===== config.mk =====
export PLATFORM = sky130hd
export DESIGN_NAME = clock_calendar_alarm_flat
export DESIGN_NICKNAME = d
export VERILOG_FILES = /design/src/rtl/clock_calendar_alarm_if.sv /design/src/rtl/clock_calendar_alarm.sv /design/src/flat_wrapper.sv
export SDC_FILE = /design/constraint.sdc
export NUM_CORES = 1
export LEC_CHECK = 0
export ABC_AREA = 0
export CAP_MARGIN = 15
export CORE_MARGIN = 5
export CORE_UTILIZATION = 45
export CTS_CLUSTER_SIZE = 30
export DETAILED_ROUTE_END_ITERATION = 10
export PLACE_DENSITY_LB_ADDON = 0.12
export SETUP_SLACK_MARGIN = 0.4
export SYNTH_ARGS = -nofsm -noshare
export SYNTH_HDL_FRONTEND = slang
export SYNTH_SLANG_ARGS = --single-unit

===== constraint.sdc =====
create_clock -name clk -period 3.98 [get_ports clk]
set_clock_uncertainty 0.05 [all_clocks]
set_input_delay 0.597 -clock clk [delete_from_list [all_inputs] [get_ports clk]]
set_output_delay 0.597 -clock clk [all_outputs]
set_load 0.1 [all_outputs]

===== src/rtl/clock_calendar_alarm_if.sv =====
// Bundle between the clock/calendar core and its controller: tick, set-mode editing,
// alarm programming and the registered time/date/alarm outputs.
interface clock_calendar_alarm_if #(
    parameter int YEAR_W     = 7,
    parameter int NUM_ALARMS = 2
);
    logic                  tick_1s;
    logic                  set_mode;
    logic [2:0]            field_sel;
    logic                  inc;
    logic                  dec;
    logic                  alm_wr;
    logic [2:0]            alm_sel;
    logic [4:0]            alm_hour;
    logic [5:0]            alm_min;
    logic                  alm_en;
    logic [NUM_ALARMS-1:0] alm_ack;

    logic [5:0]            seconds;
    logic [5:0]            minutes;
    logic [4:0]            hours;
    logic [4:0]            day;
    logic [3:0]            month;
    logic [YEAR_W-1:0]     year;
    logic [2:0]            weekday;
    logic [NUM_ALARMS-1:0] alarm_pulse;
    logic [NUM_ALARMS-1:0] alarm_flag;

    modport master (
        output tick_1s, set_mode, field_sel, inc, dec,
        output alm_wr, alm_sel, alm_hour, alm_min, alm_en, alm_ack,
        input  seconds, minutes, hours, day, month, year, weekday,
        input  alarm_pulse, alarm_flag
    );

    modport slave (
        input  tick_1s, set_mode, field_sel, inc, dec,
        input  alm_wr, alm_sel, alm_hour, alm_min, alm_en, alm_ack,
        output seconds, minutes, hours, day, month, year, weekday,
        output alarm_pulse, alarm_flag
    );
endinterface


===== src/rtl/clock_calendar_alarm.sv =====
// Real-time clock/calendar with leap-aware month lengths, wrap-around field editing
// and NUM_ALARMS hh:mm alarm channels with one-cycle pulses and sticky flags.
module clock_calendar_alarm #(
    parameter int YEAR_W     = 7,
    parameter int YEAR_MAX   = 99,
    parameter int NUM_ALARMS = 2
) (
    input logic                   clk,
    input logic                   rst_n,
    clock_calendar_alarm_if.slave bus
);
    localparam logic [YEAR_W-1:0] YMAX = YEAR_W'(YEAR_MAX);

    typedef enum logic [2:0] {
        F_SEC, F_MIN, F_HR, F_DAY, F_MON, F_YEAR, F_WDAY
    } field_t;

    typedef struct packed {
        logic       en;
        logic [4:0] hour;
        logic [5:0] minute;
    } alarm_cfg_t;

    logic [5:0]            sec_q, min_q, n_sec, n_min;
    logic [4:0]            hr_q, day_q, n_hr, n_day;
    logic [3:0]            mon_q, n_mon;
    logic [YEAR_W-1:0]     year_q, n_year;
    logic [2:0]            wday_q, n_wday;
    logic [4:0]            dim_now, dim_new;
    logic [NUM_ALARMS-1:0] fire, pulse_q, flag_q;
    alarm_cfg_t            cfg_q [NUM_ALARMS];
    logic                  tick_run, edit;

    function automatic logic [4:0] days_in_month(input logic [3:0] m, input logic [YEAR_W-1:0] y);
        case (m)
            4'd4, 4'd6, 4'd9, 4'd11: return 5'd30;
            4'd2:                    return (y[1:0] == 2'b00) ? 5'd29 : 5'd28;
            default:                 return 5'd31;
        endcase
    endfunction

    // Edit step inside [lo, hi] with wrap in both directions; never carries out.
    function automatic logic [6:0] step_wrap(input logic [6:0] v, input logic [6:0] lo,
                                             input logic [6:0] hi, input logic up);
        if (up) return (v >= hi) ? lo : v + 7'd1;
        else    return (v <= lo) ? hi : v - 7'd1;
    endfunction

    assign tick_run = !bus.set_mode && bus.tick_1s;
    assign edit     = bus.set_mode && (bus.inc ^ bus.dec);

    always_comb begin
        // NOTE: every variable gets a default before any branch, so no latch is inferred.
        n_sec   = sec_q;
        n_min   = min_q;
        n_hr    = hr_q;
        n_day   = day_q;
        n_mon   = mon_q;
        n_year  = year_q;
        n_wday  = wday_q;
        dim_now = days_in_month(mon_q, year_q);
        dim_new = dim_now;
        fire    = '0;

        if (tick_run) begin
            n_sec = (sec_q == 6'd59) ? 6'd0 : sec_q + 6'd1;
            if (sec_q == 6'd59) begin
                n_min = (min_q == 6'd59) ? 6'd0 : min_q + 6'd1;
                if (min_q == 6'd59) begin
                    n_hr = (hr_q == 5'd23) ? 5'd0 : hr_q + 5'd1;
                    if (hr_q == 5'd23) begin
                        n_wday = (wday_q == 3'd6) ? 3'd0 : wday_q + 3'd1;
                        if (day_q >= dim_now) begin
                            n_day = 5'd1;
                            n_mon = (mon_q == 4'd12) ? 4'd1 : mon_q + 4'd1;
                            if (mon_q == 4'd12)
                                n_year = (year_q == YMAX) ? '0 : year_q + 1'b1;
                        end else begin
                            n_day = day_q + 5'd1;
                        end
                    end
                end
            end
        end else if (edit) begin
            case (field_t'(bus.field_sel))
                F_SEC:  n_sec  = 6'(step_wrap(7'(sec_q), 7'd0, 7'd59, bus.inc));
                F_MIN:  n_min  = 6'(step_wrap(7'(min_q), 7'd0, 7'd59, bus.inc));
                F_HR:   n_hr   = 5'(step_wrap(7'(hr_q), 7'd0, 7'd23, bus.inc));
                F_DAY:  n_day  = 5'(step_wrap(7'(day_q), 7'd1, 7'(dim_now), bus.inc));
                F_WDAY: n_wday = 3'(step_wrap(7'(wday_q), 7'd0, 7'd6, bus.inc));
                F_MON: begin
                    n_mon   = 4'(step_wrap(7'(mon_q), 7'd1, 7'd12, bus.inc));
                    dim_new = days_in_month(n_mon, year_q);
                    if (day_q > dim_new) n_day = dim_new;
                end
                F_YEAR: begin
                    n_year  = YEAR_W'(step_wrap(7'(year_q), 7'd0, 7'(YEAR_MAX), bus.inc));
                    dim_new = days_in_month(mon_q, n_year);
                    if (day_q > dim_new) n_day = dim_new;
                end
                default: ;
            endcase
        end

        // Alarms compare against the post-tick time, so only a run-mode minute boundary fires.
        for (int i = 0; i < NUM_ALARMS; i++)
            fire[i] = tick_run && (n_sec == 6'd0) && cfg_q[i].en &&
                      (n_hr == cfg_q[i].hour) && (n_min == cfg_q[i].minute);
    end

    always_ff @(posedge clk or negedge rst_n) begin
        if (!rst_n) begin
            sec_q   <= '0;
            min_q   <= '0;
            hr_q    <= '0;
            day_q   <= 5'd1;
            mon_q   <= 4'd1;
            year_q  <= '0;
            wday_q  <= 3'd6;
            pulse_q <= '0;
            flag_q  <= '0;
            // NOTE: the alarm table is reset too, because a reset must discard alarm settings.
            for (int i = 0; i < NUM_ALARMS; i++) cfg_q[i] <= '0;
        end else begin
            // NOTE: non-blocking assignments keep every register sampling pre-edge values.
            sec_q   <= n_sec;
            min_q   <= n_min;
            hr_q    <= n_hr;
            day_q   <= n_day;
            mon_q   <= n_mon;
            year_q  <= n_year;
            wday_q  <= n_wday;
            pulse_q <= fire;
            flag_q  <= fire | (flag_q & ~bus.alm_ack);
            for (int i = 0; i < NUM_ALARMS; i++)
                if (bus.alm_wr && bus.alm_sel == 3'(i))
                    cfg_q[i] <= '{en: bus.alm_en, hour: bus.alm_hour, minute: bus.alm_min};
        end
    end

    assign bus.seconds     = sec_q;
    assign bus.minutes     = min_q;
    assign bus.hours       = hr_q;
    assign bus.day         = day_q;
    assign bus.month       = mon_q;
    assign bus.year        = year_q;
    assign bus.weekday     = wday_q;
    assign bus.alarm_pulse = pulse_q;
    assign bus.alarm_flag  = flag_q;
endmodule


===== src/flat_wrapper.sv =====
// flat-port wrapper written by rule: the top's interface ports become plain ports
module clock_calendar_alarm_flat 
#(
    parameter int YEAR_W     = 7,
    parameter int YEAR_MAX   = 99,
    parameter int NUM_ALARMS = 2
)
  (clk, rst_n, bus_tick_1s, bus_set_mode, bus_field_sel, bus_inc, bus_dec, bus_alm_wr, bus_alm_sel, bus_alm_hour, bus_alm_min, bus_alm_en, bus_alm_ack, bus_seconds, bus_minutes, bus_hours, bus_day, bus_month, bus_year, bus_weekday, bus_alarm_pulse, bus_alarm_flag);
  clock_calendar_alarm_if #(.YEAR_W(YEAR_W), .NUM_ALARMS(NUM_ALARMS)) bus_i ();
  input logic clk;
  input logic rst_n;
  input wire logic [$bits(bus_i.tick_1s)-1:0] bus_tick_1s;
  input wire logic [$bits(bus_i.set_mode)-1:0] bus_set_mode;
  input wire logic [$bits(bus_i.field_sel)-1:0] bus_field_sel;
  input wire logic [$bits(bus_i.inc)-1:0] bus_inc;
  input wire logic [$bits(bus_i.dec)-1:0] bus_dec;
  input wire logic [$bits(bus_i.alm_wr)-1:0] bus_alm_wr;
  input wire logic [$bits(bus_i.alm_sel)-1:0] bus_alm_sel;
  input wire logic [$bits(bus_i.alm_hour)-1:0] bus_alm_hour;
  input wire logic [$bits(bus_i.alm_min)-1:0] bus_alm_min;
  input wire logic [$bits(bus_i.alm_en)-1:0] bus_alm_en;
  input wire logic [$bits(bus_i.alm_ack)-1:0] bus_alm_ack;
  output wire logic [$bits(bus_i.seconds)-1:0] bus_seconds;
  output wire logic [$bits(bus_i.minutes)-1:0] bus_minutes;
  output wire logic [$bits(bus_i.hours)-1:0] bus_hours;
  output wire logic [$bits(bus_i.day)-1:0] bus_day;
  output wire logic [$bits(bus_i.month)-1:0] bus_month;
  output wire logic [$bits(bus_i.year)-1:0] bus_year;
  output wire logic [$bits(bus_i.weekday)-1:0] bus_weekday;
  output wire logic [$bits(bus_i.alarm_pulse)-1:0] bus_alarm_pulse;
  output wire logic [$bits(bus_i.alarm_flag)-1:0] bus_alarm_flag;
  assign bus_i.tick_1s = bus_tick_1s;
  assign bus_i.set_mode = bus_set_mode;
  assign bus_i.field_sel = bus_field_sel;
  assign bus_i.inc = bus_inc;
  assign bus_i.dec = bus_dec;
  assign bus_i.alm_wr = bus_alm_wr;
  assign bus_i.alm_sel = bus_alm_sel;
  assign bus_i.alm_hour = bus_alm_hour;
  assign bus_i.alm_min = bus_alm_min;
  assign bus_i.alm_en = bus_alm_en;
  assign bus_i.alm_ack = bus_alm_ack;
  assign bus_seconds = bus_i.seconds;
  assign bus_minutes = bus_i.minutes;
  assign bus_hours = bus_i.hours;
  assign bus_day = bus_i.day;
  assign bus_month = bus_i.month;
  assign bus_year = bus_i.year;
  assign bus_weekday = bus_i.weekday;
  assign bus_alarm_pulse = bus_i.alarm_pulse;
  assign bus_alarm_flag = bus_i.alarm_flag;
  clock_calendar_alarm #(.YEAR_W(YEAR_W), .YEAR_MAX(YEAR_MAX), .NUM_ALARMS(NUM_ALARMS)) u_core (.clk(clk), .rst_n(rst_n), .bus(bus_i));
endmodule

==> key figures, run 1 <==
Clocking
  • Clock Sinks: 64
  • Bufs on Longest Clock Path: 2
  • Number of buffers added by the clock tree synthesis step: 9
  • Latest clock arrival within the worst-skew pair: ~0.34 ns
  • Hold buffer count at CTS: 0
  • Register clock-pin slew on the reported worst setup and hold paths: 0.06 ns
  • Master cell of the clock root buffer: sky130_fd_sc_hd__clkbuf_16
  • CTS tree: done
  • Number of H-tree levels: 3

Synthesis
  • Post-synthesis async set-or-reset flop share: 100.0%
  • Cell accounting for the most synthesized area: sky130_fd_sc_hd__dfrtp_1
  • Leading cell types by count after synthesis: 60 x sky130_fd_sc_hd__dfrtp_1, 59 x sky130_fd_sc_hd__nor2_1, 58 x sky130_fd_sc_hd__o21ai_0
  • Predominant post-synthesis flop cell: sky130_fd_sc_hd__dfrtp_1
  • Most frequent cell after synthesis: sky130_fd_sc_hd__dfrtp_1
  • Synthesized cell area: 5637 sq um
  • Syn Inst Count: roughly 690
  • Top cells by area in the synthesized netlist: sky130_fd_sc_hd__dfrtp_1 27%, sky130_fd_sc_hd__ha_1 6.2%, sky130_fd_sc_hd__o21ai_0 5.1%, sky130_fd_sc_hd__a21oi_1 4.4%, sky130_fd_sc_hd__mux2_2 4.4%
  • Post-synthesis sequential area ratio: between 20% and 30%
  • Cell variety after synth: 89
  • Count of yosys warnings during synthesis: 0
  • Top cell type's share of synthesized area: about a quarter
  • Post-Synthesis Net Count: roughly 740
  • Number of flip-flops and latches in the synthesized netlist: 64
  • Post-Synthesis Mean Instance Area: between 8 and 9 sq um
  • Post-synth EDFFs: 0

Layout
  • Post-layout instance area: approximately 6800 sq um
  • Antenna cell count: 0
  • Area grow syn2layout: 20.22%
  • Total Nets Final: between 700 and 800
  • Fraction of layout cells with a size suffix above 1: a little over an eighth

Worst setup path
  • Data required time of the critical path: ~4.2 ns
  • Crit path cell chain: clkinvlp_4 > ha_4 > nor2_4 > nor3_1 > o31ai_2 > a21oi_1 > o32a_1 > ha_1 > nand2_1 > nand3_1 > o31ai_1 > a21oi_1 > nor2_2 > o21ai_0 > a22o_1
  • CP max stage delay: between 0.6 and 0.7 ns
  • Slowest cell on the critical path: sky130_fd_sc_hd__dfstp_4
  • Critical-path maximum fanout: 6
  • Kind of launch point of the worst setup path: flip-flop
  • R2R setup slack: approximately 0.52 ns
  • Endpoint type of the worst setup path: flip-flop
  • Crit path arrival time: 3.64 ns
  • Start-to-end type of the worst setup path: flip-flop to flip-flop
  • Most prevalent standard cell on the critical path: sky130_fd_sc_hd__a21oi_1

STA
  • Setup repair after global routing missed its margin: yes
  • Crit share post-route: roughly 87%
  • Min Tclk post-route: ~3.5 ns
  • Number of max-slew violations in the final report: 0
  • Final count of negative-setup-slack endpoints: 0
  • Max Freq: 288.8 MHz
  • Transition at the pin with the smallest max-transition slack: a little over 1 ns
  • Endpoints failing hold: 0
  • Post-Route Setup TNS: 0 ns
  • Max transition margin: between 30% and 40%

Die
  • Floorplan die height: 121.9 um
  • Initial Util: 46.35%
  • Die extent in x: approximately 120 um
  • I/O pin count: between 60 and 70
  • Area of the core: 12,160 sq um
  • Total die area: 14,860 sq um
  • Floorplan row count: 40

Global route
  • Largest net degree at the start of global routing: 47
  • Total gr overflow: 0
  • GR Util All Layers: around 23%
  • Antenna violations before repair: 0
  • Number of global-route vias before repair: approximately 5,400
  • Global-route wire length before repair: 27,210 um

Detailed routing
  • DRC violation count after routing: 0
  • Number of nets with antenna violations after routing: 0
  • Initial DRT Pass Iterations: 6
  • Average wire per cell in the routed design: around 18 um
  • Per-cell via count in the routed design: 6.202
  • DRT Wirelength: 16,720 um
  • Total number of vias: around 5,600
  • Iter 0 DRT Violations: 687

Power
  • Worst vdd ir: around 500 uV
  • Pwr dens: between 700 and 800 nW/um^2
  • Static leakage power: between 0.002 and 0.003 uW

Flow run
  • Number of violations of the max-capacitance limit: 0

Place
  • Placer's final routability congestion estimate: approximately 0.92
  • I/O Buffers: between 60 and 70
  • Post-DP HPWL: between 10,000 and 15,000 um
  • Placed standard-cell area: ~6400 sq um

Worst hold path
  • Path type of the worst min-delay path: input pin to async pin

Status
  • Result of the run: completed
[logic make-up after synthesis]
group	synth area share (%)
compound gates	25.62
buf+inv	6.260
mux	5.638
flops	28.50
xor+xnor	4.795
fa+ha+maj	6.215
simple gates	22.97
[metal layers]
metal  vias to the layer above  part of all wire [%]  track usage (%)
met4                         0                   1.8            8.403
met2                       244                    46            35.15
met1                      2725                    46            31.57
met3                        28                   6.9            4.271
met5                         -                     0                0
li1                       2647                     -                -
[through the flow]
step                      std cells  setup WS (ns)  hold slack [ns]  power, uW  utilization, %
after floorplan                 689         0.4162           0.2514       3756               -
after global placement          893         0.3931           0.4235       4457           53.00
after detailed placement        893         0.2947           0.4184       4521           53.00
after CTS                       908         0.4799           0.2642       5273           55.23
after global routing            910         0.3247           0.3094       5689           55.72
final                           910         0.5173           0.2491       5349           55.72
[power by group]
group,internal [uW],switching (uW),leakage (uW)
logic,1090,2230,0.00178
clock network,431,295,0.000131
registers,865,437,0.000770
total,2380,2960,0.00269
[path summary, 6_finish.rpt]
| check | from | end | cells after the start |
|---|---|---|---|
| min reg2reg | u_core.bus.alarm_flag[1] | u_core.bus.alarm_flag[1] | 1 |
| max reg2reg | u_core.bus.month[0] | u_core.bus.day[2] | 15 |
| min in group clk | u_core.bus.alarm_flag[1] | u_core.bus.alarm_flag[1] | 1 |
| max | u_core.bus.month[0] | u_core.bus.day[2] | 15 |
| max in group asynchronous | rst_n | u_core.bus.year[0] | 2 |
| min | rst_n | u_core.bus.seconds[3] | 1 |
[sequential cells by signal (all words and copies together) (netlist names), 3 cells and up]
name	cells
u_core.bus.minutes	6
u_core.bus.month	4
u_core.bus.seconds	6
u_core.cfg_q	24
u_core.bus.year	7
u_core.bus.day	5
u_core.bus.weekday	3
u_core.bus.hours	5
[worst max-delay path, delay by kind of cell (launching register included)]
family	cells	cell delay, ns
compound gates	7	1.43
flops	1	0.66
simple gates	5	0.55
fa+ha+maj	2	0.50
buf+inv	1	0.16
[cells in the final DEF, fill, tap and decap left out, types with 4 or more instances in the layout]
cell type                         instances
sky130_fd_sc_hd__nor3_1                  17
sky130_fd_sc_hd__and2_1                   4
sky130_fd_sc_hd__nand4_1                  5
sky130_fd_sc_hd__nor2_1                  57
sky130_fd_sc_hd__dfrtp_2                  4
sky130_fd_sc_hd__mux2_2                  22
sky130_fd_sc_hd__nand4b_1                 4
sky130_fd_sc_hd__o21ai_0                 55
sky130_fd_sc_hd__o211ai_1                 9
sky130_fd_sc_hd__dfrtp_1                 56
sky130_fd_sc_hd__clkdlybuf4s50_1         65
sky130_fd_sc_hd__nand2_1                 44
sky130_fd_sc_hd__nor2b_1                  7
sky130_fd_sc_hd__inv_1                   36
sky130_fd_sc_hd__mux2i_1                  7
sky130_fd_sc_hd__o31ai_1                 10
sky130_fd_sc_hd__xnor2_1                 14
sky130_fd_sc_hd__o21ai_1                  5
sky130_fd_sc_hd__nor4_1                   5
sky130_fd_sc_hd__xor2_1                  15
sky130_fd_sc_hd__or3_1                    7
sky130_fd_sc_hd__buf_4                   15
sky130_fd_sc_hd__a211oi_1                 5
sky130_fd_sc_hd__a31oi_1                 11
sky130_fd_sc_hd__a221oi_1                 6
sky130_fd_sc_hd__a21o_1                   6
sky130_fd_sc_hd__clkbuf_16                9
sky130_fd_sc_hd__a21oi_1                 50
sky130_fd_sc_hd__a32oi_1                  4
sky130_fd_sc_hd__ha_1                    25
sky130_fd_sc_hd__nand3_1                 27
sky130_fd_sc_hd__o22ai_1                 11
sky130_fd_sc_hd__nand2b_1                11
sky130_fd_sc_hd__and3_1                   8
[cell type report]
| class | count | area (sq um) |
|---|---|---|
| fill | 1155 | 5385 |
| multi-input combinational | 542 | 3739 |
| sequential | 64 | 1615 |
| timing repair buffer | 84 | 804.5 |
| clock buffer | 11 | 242.7 |
| tap | 168 | 210.2 |
| inverter | 37 | 142.6 |
| clock inverter | 4 | 22.52 |
[timing repair]
action / in CTS / in global routing
gates resized for setup: 1 / 15
setup endpoints to repair: 3 / 12
setup buffers: 0 / 2
pin swaps: 0 / 3
No activity file was read; power rests on OpenSTA's default activity.
==> run 2, diff against run 1 <==
CORE_UTILIZATION = 25   (was 45)
==> key figures, run 2 (synthesis gave the netlist of run 1 again) <==
Status
  • Result of the run: completed (unchanged)

Layout
  • Most flop-heavy register: u_core.cfg_q (unchanged)
  • Max reg flops: 24 (unchanged)
  • Filler Cells Inserted: 2,392 (was 1,155)
  • Most used cells in the layout excluding fill and tap cells: 64 x sky130_fd_sc_hd__clkdlybuf4s50_1, 57 x sky130_fd_sc_hd__nor2_1, 56 x sky130_fd_sc_hd__dfrtp_1, 55 x sky130_fd_sc_hd__o21ai_0, 50 x sky130_fd_sc_hd__a21oi_1 (was 65 x sky130_fd_sc_hd__clkdlybuf4s50_1, 57 x sky130_fd_sc_hd__nor2_1, 56 x sky130_fd_sc_hd__dfrtp_1, 55 x sky130_fd_sc_hd__o21ai_0, 50 x sky130_fd_sc_hd__a21oi_1)
  • Antenna cell count: 0 (unchanged)
  • Fraction of layout cells with a size suffix above 1: 13.69% (was 13.21%)
  • Layout Utilization: 31.20% (was 55.72%)
  • Area grow syn2layout: 24.20% (was 20.22%)
  • Total Nets Final: 795 (was 793)
  • Total area of sequential cells: 1615 sq um (unchanged)
  • Area taken by multi-input logic gates: 3734 sq um (was 3739 sq um)
  • Most frequent standard cell in the layout excluding fill and tap cells: sky130_fd_sc_hd__clkdlybuf4s50_1 (unchanged)
  • Count of placed standard cells in the final layout, fillers left out: 1,030 (was 910)

Worst setup path
  • Beginning of the critical path: u_core.bus.month[0] (unchanged)
  • Kind of launch point of the worst setup path: flip-flop (unchanged)
  • Crit path arrival time: 3.65 ns (was 3.64 ns)
  • Start-to-end type of the worst setup path: flip-flop to flip-flop (unchanged)
  • Launching point of the worst reg2reg path: u_core.bus.month[0] (unchanged)
  • Data required time of the critical path: 4.16 ns (about the same)
  • Capturing point of the worst reg2reg path: u_core.bus.day[4] (was u_core.bus.day[2])
  • Critical-path maximum fanout: 10 (was 6)
  • End point of the critical path: u_core.bus.day[4] (was u_core.bus.day[2])
  • R2R setup slack: 0.51 ns (was 0.52 ns)
  • Worst reg-to-reg path cell count: 15 (unchanged)
  • Endpoint type of the worst setup path: flip-flop (unchanged)

Die
  • Initial Util: 25.13% (was 46.35%)
  • I/O pin count: 67 (unchanged)
  • Area of the core: 22,430 sq um (was 12,160 sq um)
  • Total die area: 25,650 sq um (was 14,860 sq um)
  • Floorplan die height: 160.2 um (was 121.9 um)
  • Floorplan row count: 55 (was 40)
  • Die extent in x: 160.2 um (was 121.9 um)

Place
  • Placer's final routability congestion estimate: 0.8834 (was 0.9189)
  • Post-DP HPWL: 14,010 um (was 12,150 um)
  • I/O Buffers: 66 (unchanged)
  • Placed cells: 1,013 (was 893)

Power
  • Switching power: 3006 uW (was 2964 uW)
  • Pint: 2573 uW (was 2385 uW)
  • Seq pwr share: 23.4% (was 24.3%)
  • Portion of total power attributed to the clock network: 17.2% (was 13.6%)
  • Sw Share: 53.88% (was 55.42%)
  • Power Total: 5580 uW (was 5349 uW)
  • Static leakage power: 0.002742 uW (was 0.002685 uW)
  • Combinational group share of total power: 59.4% (was 62.1%)
  • Worst vdd ir: 366.5 uV (was 501.9 uV)
  • Pwr dens: 797.0 nW/um^2 (was 789.3 nW/um^2)

STA
  • Worst hold slack: 0.3116 ns (was 0.2491 ns)
  • Transition at the pin with the smallest max-transition slack: 0.9997 ns (was 1.011 ns)
  • Final count of negative-setup-slack endpoints: 0 (unchanged)
  • Crit share post-route: 87.20% (was 87.00%)
  • Endpoints failing hold: 0 (unchanged)
  • Setup repair after global routing missed its margin: yes (unchanged)
  • Max transition margin: 33.14% (was 32.37%)
  • Number of max-slew violations in the final report: 0 (unchanged)
  • Min Tclk post-route: 3.470 ns (was 3.463 ns)
  • Post-Route Setup TNS: 0 ns (unchanged)
  • Max Freq: 288.1 MHz (was 288.8 MHz)

Global route
  • Number of global-route vias before repair: 5,554 (was 5,383)
  • Total gr overflow: 0 (unchanged)
  • Global-route wire length before repair: 30,440 um (was 27,210 um)
  • Antenna violations before repair: 0 (unchanged)
  • GR Util All Layers: 14.53% (was 22.71%)
  • Largest net degree at the start of global routing: 34 (was 47)

Clocking
  • CTS tree: done (unchanged)
  • Number of H-tree levels: 3 (unchanged)
  • Latest clock arrival within the worst-skew pair: 0.34 ns (about the same)
  • Number of buffers added by the clock tree synthesis step: 9 (unchanged)
  • Master cell of the clock root buffer: sky130_fd_sc_hd__clkbuf_16 (unchanged)
  • Register clock-pin slew on the reported worst setup and hold paths: 0.06 ns (about the same)
  • Bufs on Longest Clock Path: 2 (unchanged)
  • Clock Sinks: 64 (unchanged)
  • Hold buffer count at CTS: 0 (unchanged)

Detailed routing
  • DRC violation count after routing: 0 (unchanged)
  • Initial DRT Pass Iterations: 4 (was 6)
  • Per-cell via count in the routed design: 5.448 (was 6.202)
  • DRT Wirelength: 19,030 um (was 16,720 um)
  • Total number of vias: 5,611 (was 5,644)
  • Number of nets with antenna violations after routing: 0 (unchanged)
  • Iter 0 DRT Violations: 364 (was 687)
  • Average wire per cell in the routed design: 18.48 um (was 18.37 um)

Worst hold path
  • Path type of the worst min-delay path: input pin to async pin (unchanged)

Flow run
  • Number of violations of the max-capacitance limit: 0 (unchanged)
-- run 2: cell count changes in the layout (fill, tap and decap cells not counted), sizes merged --
cell,previous run,this run
bufinv,0,3
inv,36,37
clkdlybuf4s50,65,64
buf,19,22
clkbuf,11,10
clkinvlp,2,0
-- run 2: metrics by stage --
stage | cell area [sq um] | setup slack, ns
finish | 7000 | 0.5095
global route | 7000 | 0.3278
CTS | 6962 | 0.4387
detailed placement | 6606 | 0.3771
global placement | 6606 | 0.3868
floorplan | 5647 | 0.4162
-- run 2: critical path, stage by stage (launching register included) --
cell and delay (ns):
sky130_fd_sc_hd__dfstp_4 0.67, sky130_fd_sc_hd__ha_1 0.21, sky130_fd_sc_hd__nor2b_1 0.19, sky130_fd_sc_hd__nor3_1 0.07, sky130_fd_sc_hd__a21o_1 0.16, sky130_fd_sc_hd__o21ai_1 0.30, sky130_fd_sc_hd__a21oi_1 0.09, sky130_fd_sc_hd__o32a_1 0.33
sky130_fd_sc_hd__ha_1 0.28, sky130_fd_sc_hd__nand2_1 0.06, sky130_fd_sc_hd__nand3_1 0.08, sky130_fd_sc_hd__o31ai_1 0.21, sky130_fd_sc_hd__a21oi_1 0.08, sky130_fd_sc_hd__nor2_2 0.23, sky130_fd_sc_hd__o21ai_0 0.13, sky130_fd_sc_hd__a22o_1 0.24
-- run 2: worst min-delay path by stage --
| stage | startpoint | end | depth (start not counted) |
|---|---|---|---|
| 2_1_floorplan | rst_n | u_core.bus.alarm_flag[0] | 0 |
| 3_3_place_gp | u_core.bus.alarm_flag[1] | u_core.bus.alarm_flag[1] | 1 |
| 3_5_place_dp | u_core.bus.alarm_flag[1] | u_core.bus.alarm_flag[1] | 1 |
| 4_1_cts | rst_n | u_core.bus.seconds[5] | 1 |
| 5_1_grt | rst_n | u_core.bus.seconds[5] | 1 |
| 6_report | rst_n | u_core.bus.seconds[5] | 1 |
-- run 2: power by group through the flow --
| stage | Combinational [uW] | Clock, uW | Sequential, uW |
|---|---|---|---|
| after floorplan | 1660 | 0 | 2100 |
| after global placement | 3260 | 0 | 1310 |
| after detailed placement | 3270 | 0 | 1310 |
| after CTS | 3280 | 996 | 1300 |
| after global routing | 3580 | 1020 | 1360 |
| final | 3310 | 959 | 1310 |
-- run 2: layout make-up --
class,instances,share of cell area [%]
tap,285,5.094
inverter,37,1.984
clock buffer,10,3.414
multi-input combinational,542,53.33
clock inverter,6,1.662
sequential,64,23.07
timing repair buffer,86,11.44
-- run 2: layer usage --
layer  track usage (%)  wire [um]  up-vias
met1             18.99       8760     2777
met3             2.581        755       24
li1                  -          -     2652
met4             4.458        318        0
met5                 0          0        -
met2             24.49       9197      158
-- run 2: timing repair --
item                                    in CTS  in global routing
setup buffers                                0                  1
endpoints found under the setup margin       0                 11
resized for setup                            0                 12
